**src/rtl/bra_pkg.sv**
```systemverilog
// Shared definitions for the branch reservation station: compare opcodes,
// the "no lock" rename tag and the bit layout of the branch result word.
package bra_pkg;

    localparam int unsigned OP_W = 3;

    typedef enum logic [OP_W-1:0] {
        OP_NOP  = 3'd0,
        OP_BEQ  = 3'd1,
        OP_BNE  = 3'd2,
        OP_BLT  = 3'd3,
        OP_BGE  = 3'd4,
        OP_BLTU = 3'd5,
        OP_BGEU = 3'd6
    } bra_op_e;

    localparam int unsigned REG_NO_LOCK   = 0;

    localparam int unsigned RES_TAKEN_BIT = 0;
    localparam int unsigned RES_PRED_BIT  = 1;
    localparam int unsigned RES_MISP_BIT  = 2;
    localparam int unsigned RES_FLAGS_W   = 3;

    // Pack outcome, prediction and mispredict into the low result bits.
    function automatic logic [RES_FLAGS_W-1:0] bra_flags(input logic taken, input logic pred);
        logic [RES_FLAGS_W-1:0] f;
        f                = '0;
        f[RES_TAKEN_BIT] = taken;
        f[RES_PRED_BIT]  = pred;
        f[RES_MISP_BIT]  = taken ^ pred;
        return f;
    endfunction

endpackage

```
**src/rtl/branch_rs_param_if.sv**
```systemverilog
// Dispatch and CDB signal bundle between the issue logic (master) and the
// branch reservation station (slave).
interface branch_rs_param_if
    import bra_pkg::*;
#(
    parameter int unsigned ENTRIES = 4,
    parameter int unsigned DATA_W  = 32,
    parameter int unsigned LOCK_W  = 5,
    parameter int unsigned CNT_W   = $clog2(ENTRIES + 1)
);

    logic              bra_enable;
    logic [OP_W-1:0]   bra_op;
    logic              bra_pred;
    logic [DATA_W-1:0] bra_data1;
    logic [DATA_W-1:0] bra_data2;
    logic [LOCK_W-1:0] bra_lock1;
    logic [LOCK_W-1:0] bra_lock2;
    logic [LOCK_W-1:0] bra_rdlock;
    logic              bra_stall;
    logic [CNT_W-1:0]  bra_count;

    logic [LOCK_W-1:0] cdb_in_index;
    logic [DATA_W-1:0] cdb_in_result;

    logic              cdb_out_valid;
    logic              grnt;
    logic [LOCK_W-1:0] cdb_out_index;
    logic [DATA_W-1:0] cdb_out_result;

    modport master (
        output bra_enable, bra_op, bra_pred, bra_data1, bra_data2,
               bra_lock1, bra_lock2, bra_rdlock,
               cdb_in_index, cdb_in_result, grnt,
        input  bra_stall, bra_count, cdb_out_valid, cdb_out_index, cdb_out_result
    );

    modport slave (
        input  bra_enable, bra_op, bra_pred, bra_data1, bra_data2,
               bra_lock1, bra_lock2, bra_rdlock,
               cdb_in_index, cdb_in_result, grnt,
        output bra_stall, bra_count, cdb_out_valid, cdb_out_index, cdb_out_result
    );

endinterface

```
**src/rtl/bra_age_matrix.sv**
```systemverilog
// Insertion-order age matrix: age_q[i][j] set means entry i is older than j.
// Reports the oldest entry among the ready set as a one-hot vector.
module bra_age_matrix #(
    parameter int unsigned ENTRIES = 4
) (
    input  logic               clk,
    input  logic               rst,
    input  logic               flush_i,
    input  logic [ENTRIES-1:0] ins_oh_i,
    input  logic [ENTRIES-1:0] ready_i,
    output logic [ENTRIES-1:0] oldest_oh_c_o
);

    logic [ENTRIES-1:0] age_q [ENTRIES];
    logic [ENTRIES-1:0] age_d [ENTRIES];
    logic [ENTRIES-1:0] older_ready;

    // A new entry is younger than every other slot; stale bits of freed
    // slots are harmless because only ready rows are consulted.
    always_comb begin
        for (int unsigned i = 0; i < ENTRIES; i++) begin
            age_d[i] = age_q[i];
        end
        for (int unsigned k = 0; k < ENTRIES; k++) begin
            if (ins_oh_i[k]) begin
                age_d[k] = '0;
                for (int unsigned i = 0; i < ENTRIES; i++) begin
                    if (i != k) begin
                        age_d[i][k] = 1'b1;
                    end
                end
            end
        end
        if (flush_i) begin
            for (int unsigned i = 0; i < ENTRIES; i++) begin
                age_d[i] = '0;
            end
        end
    end

    always_comb begin
        for (int unsigned i = 0; i < ENTRIES; i++) begin
            older_ready[i] = 1'b0;
            for (int unsigned j = 0; j < ENTRIES; j++) begin
                older_ready[i] = older_ready[i] | (ready_i[j] & age_q[j][i]);
            end
            oldest_oh_c_o[i] = ready_i[i] & ~older_ready[i];
        end
    end

    always_ff @(posedge clk) begin
        if (!rst) begin
            for (int unsigned i = 0; i < ENTRIES; i++) begin
                age_q[i] <= '0;
            end
        end else begin
            for (int unsigned i = 0; i < ENTRIES; i++) begin
                age_q[i] <= age_d[i];
            end
        end
    end

endmodule

```
**src/rtl/branch_rs_param.sv**
```systemverilog
// Branch reservation station: holds dispatched compares until both operands
// arrive over the CDB, then issues the oldest ready one through a result register.
module branch_rs_param
    import bra_pkg::*;
#(
    parameter int unsigned ENTRIES = 4,
    parameter int unsigned DATA_W  = 32,
    parameter int unsigned LOCK_W  = 5,
    parameter int unsigned CNT_W   = $clog2(ENTRIES + 1)
) (
    input  logic             clk,
    input  logic             rst,
    input  logic             flush,
    branch_rs_param_if.slave bus
);

    bra_op_e           op_q     [ENTRIES];
    bra_op_e           op_d     [ENTRIES];
    logic              pred_q   [ENTRIES];
    logic              pred_d   [ENTRIES];
    logic [DATA_W-1:0] data1_q  [ENTRIES];
    logic [DATA_W-1:0] data1_d  [ENTRIES];
    logic [DATA_W-1:0] data2_q  [ENTRIES];
    logic [DATA_W-1:0] data2_d  [ENTRIES];
    logic [LOCK_W-1:0] lock1_q  [ENTRIES];
    logic [LOCK_W-1:0] lock1_d  [ENTRIES];
    logic [LOCK_W-1:0] lock2_q  [ENTRIES];
    logic [LOCK_W-1:0] lock2_d  [ENTRIES];
    logic [LOCK_W-1:0] rdlock_q [ENTRIES];
    logic [LOCK_W-1:0] rdlock_d [ENTRIES];

    logic              out_valid_q,  out_valid_d;
    logic [LOCK_W-1:0] out_index_q,  out_index_d;
    logic [DATA_W-1:0] out_result_q, out_result_d;
    logic [CNT_W-1:0]  count_q,      count_d;

    logic [ENTRIES-1:0] valid;
    logic [ENTRIES-1:0] ready;
    logic [ENTRIES-1:0] free_oh;
    logic [ENTRIES-1:0] ins_oh;
    logic [ENTRIES-1:0] oldest_oh;
    logic               free_found;
    logic               stall;
    logic               cdb_hit;
    logic               byp1;
    logic               byp2;
    logic               ins_en;
    logic               issue;
    bra_op_e            in_op;
    logic               sel_taken;
    logic               sel_pred;
    logic [LOCK_W-1:0]  sel_tag;
    logic [DATA_W-1:0]  sel_result;

    function automatic logic bra_taken(input bra_op_e op,
                                       input logic [DATA_W-1:0] a,
                                       input logic [DATA_W-1:0] b);
        logic t;
        t = 1'b0;
        case (op)
            OP_BEQ:  t = (a == b);
            OP_BNE:  t = (a != b);
            OP_BLT:  t = ($signed(a) <  $signed(b));
            OP_BGE:  t = ($signed(a) >= $signed(b));
            OP_BLTU: t = (a <  b);
            OP_BGEU: t = (a >= b);
            default: t = 1'b0;
        endcase
        return t;
    endfunction

    assign in_op   = bra_op_e'(bus.bra_op);
    assign stall   = (count_q == CNT_W'(ENTRIES));
    assign cdb_hit = (bus.cdb_in_index != LOCK_W'(REG_NO_LOCK));
    assign byp1    = cdb_hit && (bus.bra_lock1 == bus.cdb_in_index);
    assign byp2    = cdb_hit && (bus.bra_lock2 == bus.cdb_in_index);
    // A NOP dispatch would occupy no entry, so it is not counted as an insert.
    assign ins_en  = bus.bra_enable && !stall && !flush && (in_op != OP_NOP);
    assign ins_oh  = free_oh & {ENTRIES{ins_en}};
    assign issue   = (|ready) && (!out_valid_q || bus.grnt);

    always_comb begin
        for (int unsigned i = 0; i < ENTRIES; i++) begin
            valid[i] = (op_q[i] != OP_NOP);
            ready[i] = valid[i]
                    && (lock1_q[i] == LOCK_W'(REG_NO_LOCK))
                    && (lock2_q[i] == LOCK_W'(REG_NO_LOCK));
        end
    end

    // Lowest free slot; slots freed by this cycle's issue are still seen as busy.
    always_comb begin
        free_oh    = '0;
        free_found = 1'b0;
        for (int unsigned i = 0; i < ENTRIES; i++) begin
            if (!valid[i] && !free_found) begin
                free_oh[i] = 1'b1;
                free_found = 1'b1;
            end
        end
    end

    bra_age_matrix #(
        .ENTRIES (ENTRIES)
    ) u_age (
        .clk           (clk),
        .rst           (rst),
        .flush_i       (flush),
        .ins_oh_i      (ins_oh),
        .ready_i       (ready),
        .oldest_oh_c_o (oldest_oh)
    );

    always_comb begin
        sel_taken = 1'b0;
        sel_pred  = 1'b0;
        sel_tag   = '0;
        for (int unsigned i = 0; i < ENTRIES; i++) begin
            if (oldest_oh[i]) begin
                sel_taken = bra_taken(op_q[i], data1_q[i], data2_q[i]);
                sel_pred  = pred_q[i];
                sel_tag   = rdlock_q[i];
            end
        end
        sel_result = DATA_W'(bra_flags(sel_taken, sel_pred));
    end

    // Entry update: wakeup, free on issue, insert with CDB bypass, flush last.
    always_comb begin
        for (int unsigned i = 0; i < ENTRIES; i++) begin
            op_d[i]     = op_q[i];
            pred_d[i]   = pred_q[i];
            data1_d[i]  = data1_q[i];
            data2_d[i]  = data2_q[i];
            lock1_d[i]  = lock1_q[i];
            lock2_d[i]  = lock2_q[i];
            rdlock_d[i] = rdlock_q[i];
            if (valid[i] && cdb_hit && (lock1_q[i] == bus.cdb_in_index)) begin
                lock1_d[i] = LOCK_W'(REG_NO_LOCK);
                data1_d[i] = bus.cdb_in_result;
            end
            if (valid[i] && cdb_hit && (lock2_q[i] == bus.cdb_in_index)) begin
                lock2_d[i] = LOCK_W'(REG_NO_LOCK);
                data2_d[i] = bus.cdb_in_result;
            end
            if (issue && oldest_oh[i]) begin
                op_d[i] = OP_NOP;
            end
            if (ins_oh[i]) begin
                op_d[i]     = in_op;
                pred_d[i]   = bus.bra_pred;
                rdlock_d[i] = bus.bra_rdlock;
                data1_d[i]  = byp1 ? bus.cdb_in_result : bus.bra_data1;
                lock1_d[i]  = byp1 ? LOCK_W'(REG_NO_LOCK) : bus.bra_lock1;
                data2_d[i]  = byp2 ? bus.cdb_in_result : bus.bra_data2;
                lock2_d[i]  = byp2 ? LOCK_W'(REG_NO_LOCK) : bus.bra_lock2;
            end
            if (flush) begin
                op_d[i] = OP_NOP;
            end
        end
    end

    // Result register and occupancy count.
    always_comb begin
        out_valid_d  = out_valid_q;
        out_index_d  = out_index_q;
        out_result_d = out_result_q;
        if (issue) begin
            out_valid_d  = 1'b1;
            out_index_d  = sel_tag;
            out_result_d = sel_result;
        end else if (bus.grnt) begin
            out_valid_d  = 1'b0;
        end
        if (flush) begin
            out_valid_d = 1'b0;
        end
        count_d = flush ? '0 : (count_q + CNT_W'(ins_en) - CNT_W'(issue));
    end

    always_ff @(posedge clk) begin
        if (!rst) begin
            for (int unsigned i = 0; i < ENTRIES; i++) begin
                op_q[i]     <= OP_NOP;
                pred_q[i]   <= 1'b0;
                data1_q[i]  <= '0;
                data2_q[i]  <= '0;
                lock1_q[i]  <= '0;
                lock2_q[i]  <= '0;
                rdlock_q[i] <= '0;
            end
            out_valid_q  <= 1'b0;
            out_index_q  <= '0;
            out_result_q <= '0;
            count_q      <= '0;
        end else begin
            for (int unsigned i = 0; i < ENTRIES; i++) begin
                op_q[i]     <= op_d[i];
                pred_q[i]   <= pred_d[i];
                data1_q[i]  <= data1_d[i];
                data2_q[i]  <= data2_d[i];
                lock1_q[i]  <= lock1_d[i];
                lock2_q[i]  <= lock2_d[i];
                rdlock_q[i] <= rdlock_d[i];
            end
            out_valid_q  <= out_valid_d;
            out_index_q  <= out_index_d;
            out_result_q <= out_result_d;
            count_q      <= count_d;
        end
    end

    assign bus.bra_stall      = stall;
    assign bus.bra_count      = count_q;
    assign bus.cdb_out_valid  = out_valid_q;
    assign bus.cdb_out_index  = out_index_q;
    assign bus.cdb_out_result = out_result_q;

endmodule

```
**src/flat_wrapper.sv**
```systemverilog
// flat-port wrapper written by rule: the top's interface ports become plain ports
module branch_rs_param_flat import bra_pkg::*;
#(
    parameter int unsigned ENTRIES = 4,
    parameter int unsigned DATA_W  = 32,
    parameter int unsigned LOCK_W  = 5,
    parameter int unsigned CNT_W   = $clog2(ENTRIES + 1)
)
  (clk, rst, flush, bus_bra_enable, bus_bra_op, bus_bra_pred, bus_bra_data1, bus_bra_data2, bus_bra_lock1, bus_bra_lock2, bus_bra_rdlock, bus_cdb_in_index, bus_cdb_in_result, bus_grnt, bus_bra_stall, bus_bra_count, bus_cdb_out_valid, bus_cdb_out_index, bus_cdb_out_result);
  branch_rs_param_if #(.ENTRIES(ENTRIES), .DATA_W(DATA_W), .LOCK_W(LOCK_W), .CNT_W(CNT_W)) bus_i ();
  input  logic clk;
  input  logic rst;
  input  logic flush;
  input wire logic [$bits(bus_i.bra_enable)-1:0] bus_bra_enable;
  input wire logic [$bits(bus_i.bra_op)-1:0] bus_bra_op;
  input wire logic [$bits(bus_i.bra_pred)-1:0] bus_bra_pred;
  input wire logic [$bits(bus_i.bra_data1)-1:0] bus_bra_data1;
  input wire logic [$bits(bus_i.bra_data2)-1:0] bus_bra_data2;
  input wire logic [$bits(bus_i.bra_lock1)-1:0] bus_bra_lock1;
  input wire logic [$bits(bus_i.bra_lock2)-1:0] bus_bra_lock2;
  input wire logic [$bits(bus_i.bra_rdlock)-1:0] bus_bra_rdlock;
  input wire logic [$bits(bus_i.cdb_in_index)-1:0] bus_cdb_in_index;
  input wire logic [$bits(bus_i.cdb_in_result)-1:0] bus_cdb_in_result;
  input wire logic [$bits(bus_i.grnt)-1:0] bus_grnt;
  output wire logic [$bits(bus_i.bra_stall)-1:0] bus_bra_stall;
  output wire logic [$bits(bus_i.bra_count)-1:0] bus_bra_count;
  output wire logic [$bits(bus_i.cdb_out_valid)-1:0] bus_cdb_out_valid;
  output wire logic [$bits(bus_i.cdb_out_index)-1:0] bus_cdb_out_index;
  output wire logic [$bits(bus_i.cdb_out_result)-1:0] bus_cdb_out_result;
  assign bus_i.bra_enable = bus_bra_enable;
  assign bus_i.bra_op = bus_bra_op;
  assign bus_i.bra_pred = bus_bra_pred;
  assign bus_i.bra_data1 = bus_bra_data1;
  assign bus_i.bra_data2 = bus_bra_data2;
  assign bus_i.bra_lock1 = bus_bra_lock1;
  assign bus_i.bra_lock2 = bus_bra_lock2;
  assign bus_i.bra_rdlock = bus_bra_rdlock;
  assign bus_i.cdb_in_index = bus_cdb_in_index;
  assign bus_i.cdb_in_result = bus_cdb_in_result;
  assign bus_i.grnt = bus_grnt;
  assign bus_bra_stall = bus_i.bra_stall;
  assign bus_bra_count = bus_i.bra_count;
  assign bus_cdb_out_valid = bus_i.cdb_out_valid;
  assign bus_cdb_out_index = bus_i.cdb_out_index;
  assign bus_cdb_out_result = bus_i.cdb_out_result;
  branch_rs_param #(.ENTRIES(ENTRIES), .DATA_W(DATA_W), .LOCK_W(LOCK_W), .CNT_W(CNT_W)) u_core (.clk(clk), .rst(rst), .flush(flush), .bus(bus_i));
endmodule
```
**config.mk**
```make
export PLATFORM = sky130hd
export DESIGN_NAME = branch_rs_param_flat
export DESIGN_NICKNAME = d
export VERILOG_FILES = /design/src/rtl/bra_pkg.sv /design/src/rtl/branch_rs_param_if.sv /design/src/rtl/bra_age_matrix.sv /design/src/rtl/branch_rs_param.sv /design/src/flat_wrapper.sv
export SDC_FILE = /design/constraint.sdc
export NUM_CORES = 1
export LEC_CHECK = 0
export BUFFER_PORTS_ARGS = -buffer_cell sky130_fd_sc_hd__buf_4
export CORE_ASPECT_RATIO = 1.25
export CORE_MARGIN = 5
export CORE_UTILIZATION = 65
export DETAILED_ROUTE_END_ITERATION = 8
export GPL_ROUTABILITY_DRIVEN = 1
export PLACE_DENSITY = 0.91
export SLEW_MARGIN = 40
export SYNTH_ARGS = -nofsm -noshare
export SYNTH_HDL_FRONTEND = slang
export SYNTH_SLANG_ARGS = --single-unit
```
**constraint.sdc**
```tcl
create_clock -name clk -period 5.58 [get_ports clk]
set_input_delay 1.395 -clock clk [delete_from_list [all_inputs] [get_ports clk]]
set_output_delay 1.395 -clock clk [all_outputs]
set_load 0.02 [all_outputs]
```
==> out/metrics.cfg <==
[outcome]
status = complete, no violations

[timing]
finalHoldViolations = 0
setup_tns_ps = 0
drv_slew = 0
relSlewSlack_pct = 42.04
setup_viol = 0
fin_ws_ps = 1841
max_freq_ghz = 0.2675
period_minus_slack_ps = 3739
finalCritPeriodShare_pct = 67.00
worst_slew_pin_slew_ps = 868.5
fin_skew_ps = 16.59
grt_setup_unrepaired = false

[placement]
pre_cts_slack_ps = 1422
port_buffers = 137
routabilityCongestion = 0.9545
placed_area_um2 = 22070
dp_hpwl_mm = 42.06

[synth]
dominantRegCellSynth = dfxtp_1
synth_cells = 2648
synth_fa_ha_area_share_pct = 7.785
synth_top_family_by_area = simple AND/OR/NAND/NOR gates
synth_cell_types = 80
syn-mean-instance-area_um2 = 7.988
synth_xor_area_share_pct = 2.153
muxShareOfSynthArea_pct = 9.187
synth-simple-area-share_pct = 26.95
synth-edff-count = 0
synth_warnings = 0
synth_compound_area_share_pct = 12.48
async_flop_share_pct = 0
ys_ff_latch = 356
ys_seq_area_share_pct = 33.69
synth.cell_area_um2 = 21150

[clock_tree]
cts_buffers = 36
clock_latency_ps = 540
cts.sinks = 356
post-cts-setup-buffer-count = 0
clk_pin_slew_ps = 60
clk_path_buf_depth = 3
cts_tree = built
htree_num_levels = 2
cts_resized = 0
root_buffer = clkbuf_16
ctsHoldBuffers = 0

[floorplanning]
core_area_um2 = 31970
num_rows = 73
die_y_um = 211.7
die_x_um = 171.3
dieArea_um2 = 36270
initial_utilization_pct = 66.16
pin_count = 167

[critical_path]
cpMaxStageDelayCell = or4b_1
critical-path-max-stage-delay_ps = 620
worst-path-max-fanout = 45
ff2ff_path_depth = 13
crit_type = primary input to flop
critical-path-top-delay-family = simple AND/OR/NAND/NOR gates
start_kind = primary input
startpoint = bus_bra_op[1]
crit_path_end_kind = flop
arrival_ps = 4160
cp_cell_sequence = buf_4 > nor3_1 > or4b_1 > nor2_1 > nand2_1 > nor3_4 > buf_4 > nand2_1 > and3_1
r2r_slack_ps = 2040
r2r-start = u_core.op_q[0][0]
path_buf_inv = 2
r2r_end = u_core.bus.bra_count[2]
worstPathRequired_ps = 6000

[route]
vias = 20140
dr_wl_met2_mm = 30.48
drtPass1Iterations = 6
viasPerCell = 6.529
ant_nets = 0
wl_met3_mm = 6.617
first_iter_violations = 1955
wl_mm = 64.31
wl_per_cell_um = 20.85
met1Wirelength_mm = 23.56
top_layer_used = met4
drc = 0

[grt]
grt_max_degree = 143
gr-total-overflow = 0
grt_pass1_wl_mm = 102.5
grt_pass1_vias = 20250
grt_usage_pct = 34.37
antenna_found_initial = 0

[layout]
regArea_um2 = 7127
fin_nets = 2903
syn_to_final_growth_pct = 10.41
final_util_pct = 73.05
fillerInstances = 2218
final_layout_size_suffix_gt1_share_pct = 9.989
stdcell_area_um2 = 23350
diodes = 0
multi_input_area_um2 = 12610

[hold_path]
min_path_type = flop to flop
holdPathEnd = u_core.rdlock_q[0][14]
whs_path_depth = 2
worstHoldStart = u_core.rdlock_q[0][14]

[power_and_ir_drop]
p_leak_nw = 10.44
ir_drop_mv = 0.2456
p_per_area_nw_per_um2 = 259.7
power_mw = 6.066

[run]
maxCapViolations = 0

synthesized netlist by cell type (4+ instances only):
library cell	instances	area (um2)
nand2_1	631	2369
ha_1	130	1627
o211a_1	6	60.06
nor2_1	50	187.7
a21boi_0	6	45.04
o211ai_1	134	1006
nor4_2	4	50.05
and2_1	15	93.84
and4_1	10	87.58
dfxtp_1	356	7127
nand3_1	37	185.2
nor2b_1	39	244.0
mux2i_1	193	1932
nand2b_1	4	25.02
a31oi_1	6	37.54
and3_1	262	1639
a21boi_1	19	142.6
a21o_1	15	112.6
buf_4	31	232.7
a221oi_1	4	35.03
or3_1	5	31.28
xor2_1	23	201.4
buf_2	46	230.2
nand4_1	44	275.3
o21ai_0	31	155.2
a32oi_1	30	262.8
xnor2_1	29	254.0
o311ai_1	6	52.55
inv_1	143	536.8
a21oi_1	62	310.3
buf_6	5	56.30
clkbuf_1	149	559.3
a22oi_1	10	75.07
nor3_1	22	110.1
nor4_1	17	106.4
nand3b_1	4	30.03
layout by cell type, fill, tap and decap left out, drive strengths merged, types with 30 or more instances in the layout:
master,instances
clkbuf,49
nor2b,39
buf,168
dfxtp,356
inv,144
ha,130
nor2,51
nand4,45
o211ai,136
mux2i,193
and3,263
nand2,631
a21oi,62
o21ai,34
nand3,37
a32oi,30
metrics by stage:
step                      hold slack (ps)  std cells
final                               456.8       3085
after global routing                469.4       3085
after CTS                           458.7       3085
after detailed placement            450.0       3021
after global placement              440.4       3020
after floorplan                     435.1       2676
power breakdown:
group / internal [mW] / switching [mW]
registers: 2.60 / 0.0362
logic: 0.293 / 0.480
clock network: 1.60 / 1.05
layer usage:
layer  GRT usage, %  vias up
li1               -     9119
met1          40.95     9510
met2          57.13     1219
met3          7.116      294
met4          20.09        0
met5              0        -
state kept, by name (all words and copies together), names as in the netlist:
| signal | cells |
|---|---|
| u_core.data2_q | 128 |
| u_core.lock1_q | 20 |
| u_core.u_age.age_q | 12 |
| u_core.op_q | 12 |
| u_core.bus.cdb_out_index | 5 |
| u_core.bus.cdb_out_valid | 1 |
| u_core.bus.cdb_out_result | 3 |
| u_core.pred_q | 4 |
| u_core.bus.bra_count | 3 |
| u_core.data1_q | 128 |
| u_core.lock2_q | 20 |
| u_core.rdlock_q | 20 |
final cells by class:
| cell class | instances | share of cell area (%) |
|---|---|---|
| Multi-Input combinational cell | 1942 | 53.99 |
| Sequential cell | 356 | 30.52 |
| Timing Repair Buffer | 168 | 5.534 |
| Clock buffer | 49 | 4.329 |
| Inverter | 143 | 2.298 |
| Tap cell | 412 | 2.207 |
| Clock inverter | 15 | 1.120 |
worst max path at each step:
stage,endpoint,slack [ps],depth (start not counted)
floorplan,u_core.data1_q[3][23],2140,8
CTS,u_core.data1_q[3][7],1920,8
finish,u_core.data1_q[3][7],1840,9
global route,u_core.data1_q[3][7],1760,9
global placement,u_core.data2_q[3][20],1290,8
detailed placement,u_core.data2_q[3][0],1420,8
cells by family after synthesis:
logic type | after synthesis
compound gates | 364
fa+ha+maj | 131
flops | 356
other cells | 1
mux | 194
xor+xnor | 52
buf+inv | 378
simple gates | 1172
tightest hold or removal path: stages, from the launching register on:
cell and delay, ps:
dfxtp_1 310, nand2_1 50, a21boi_1 50
(Power assumes the default switching activity.)
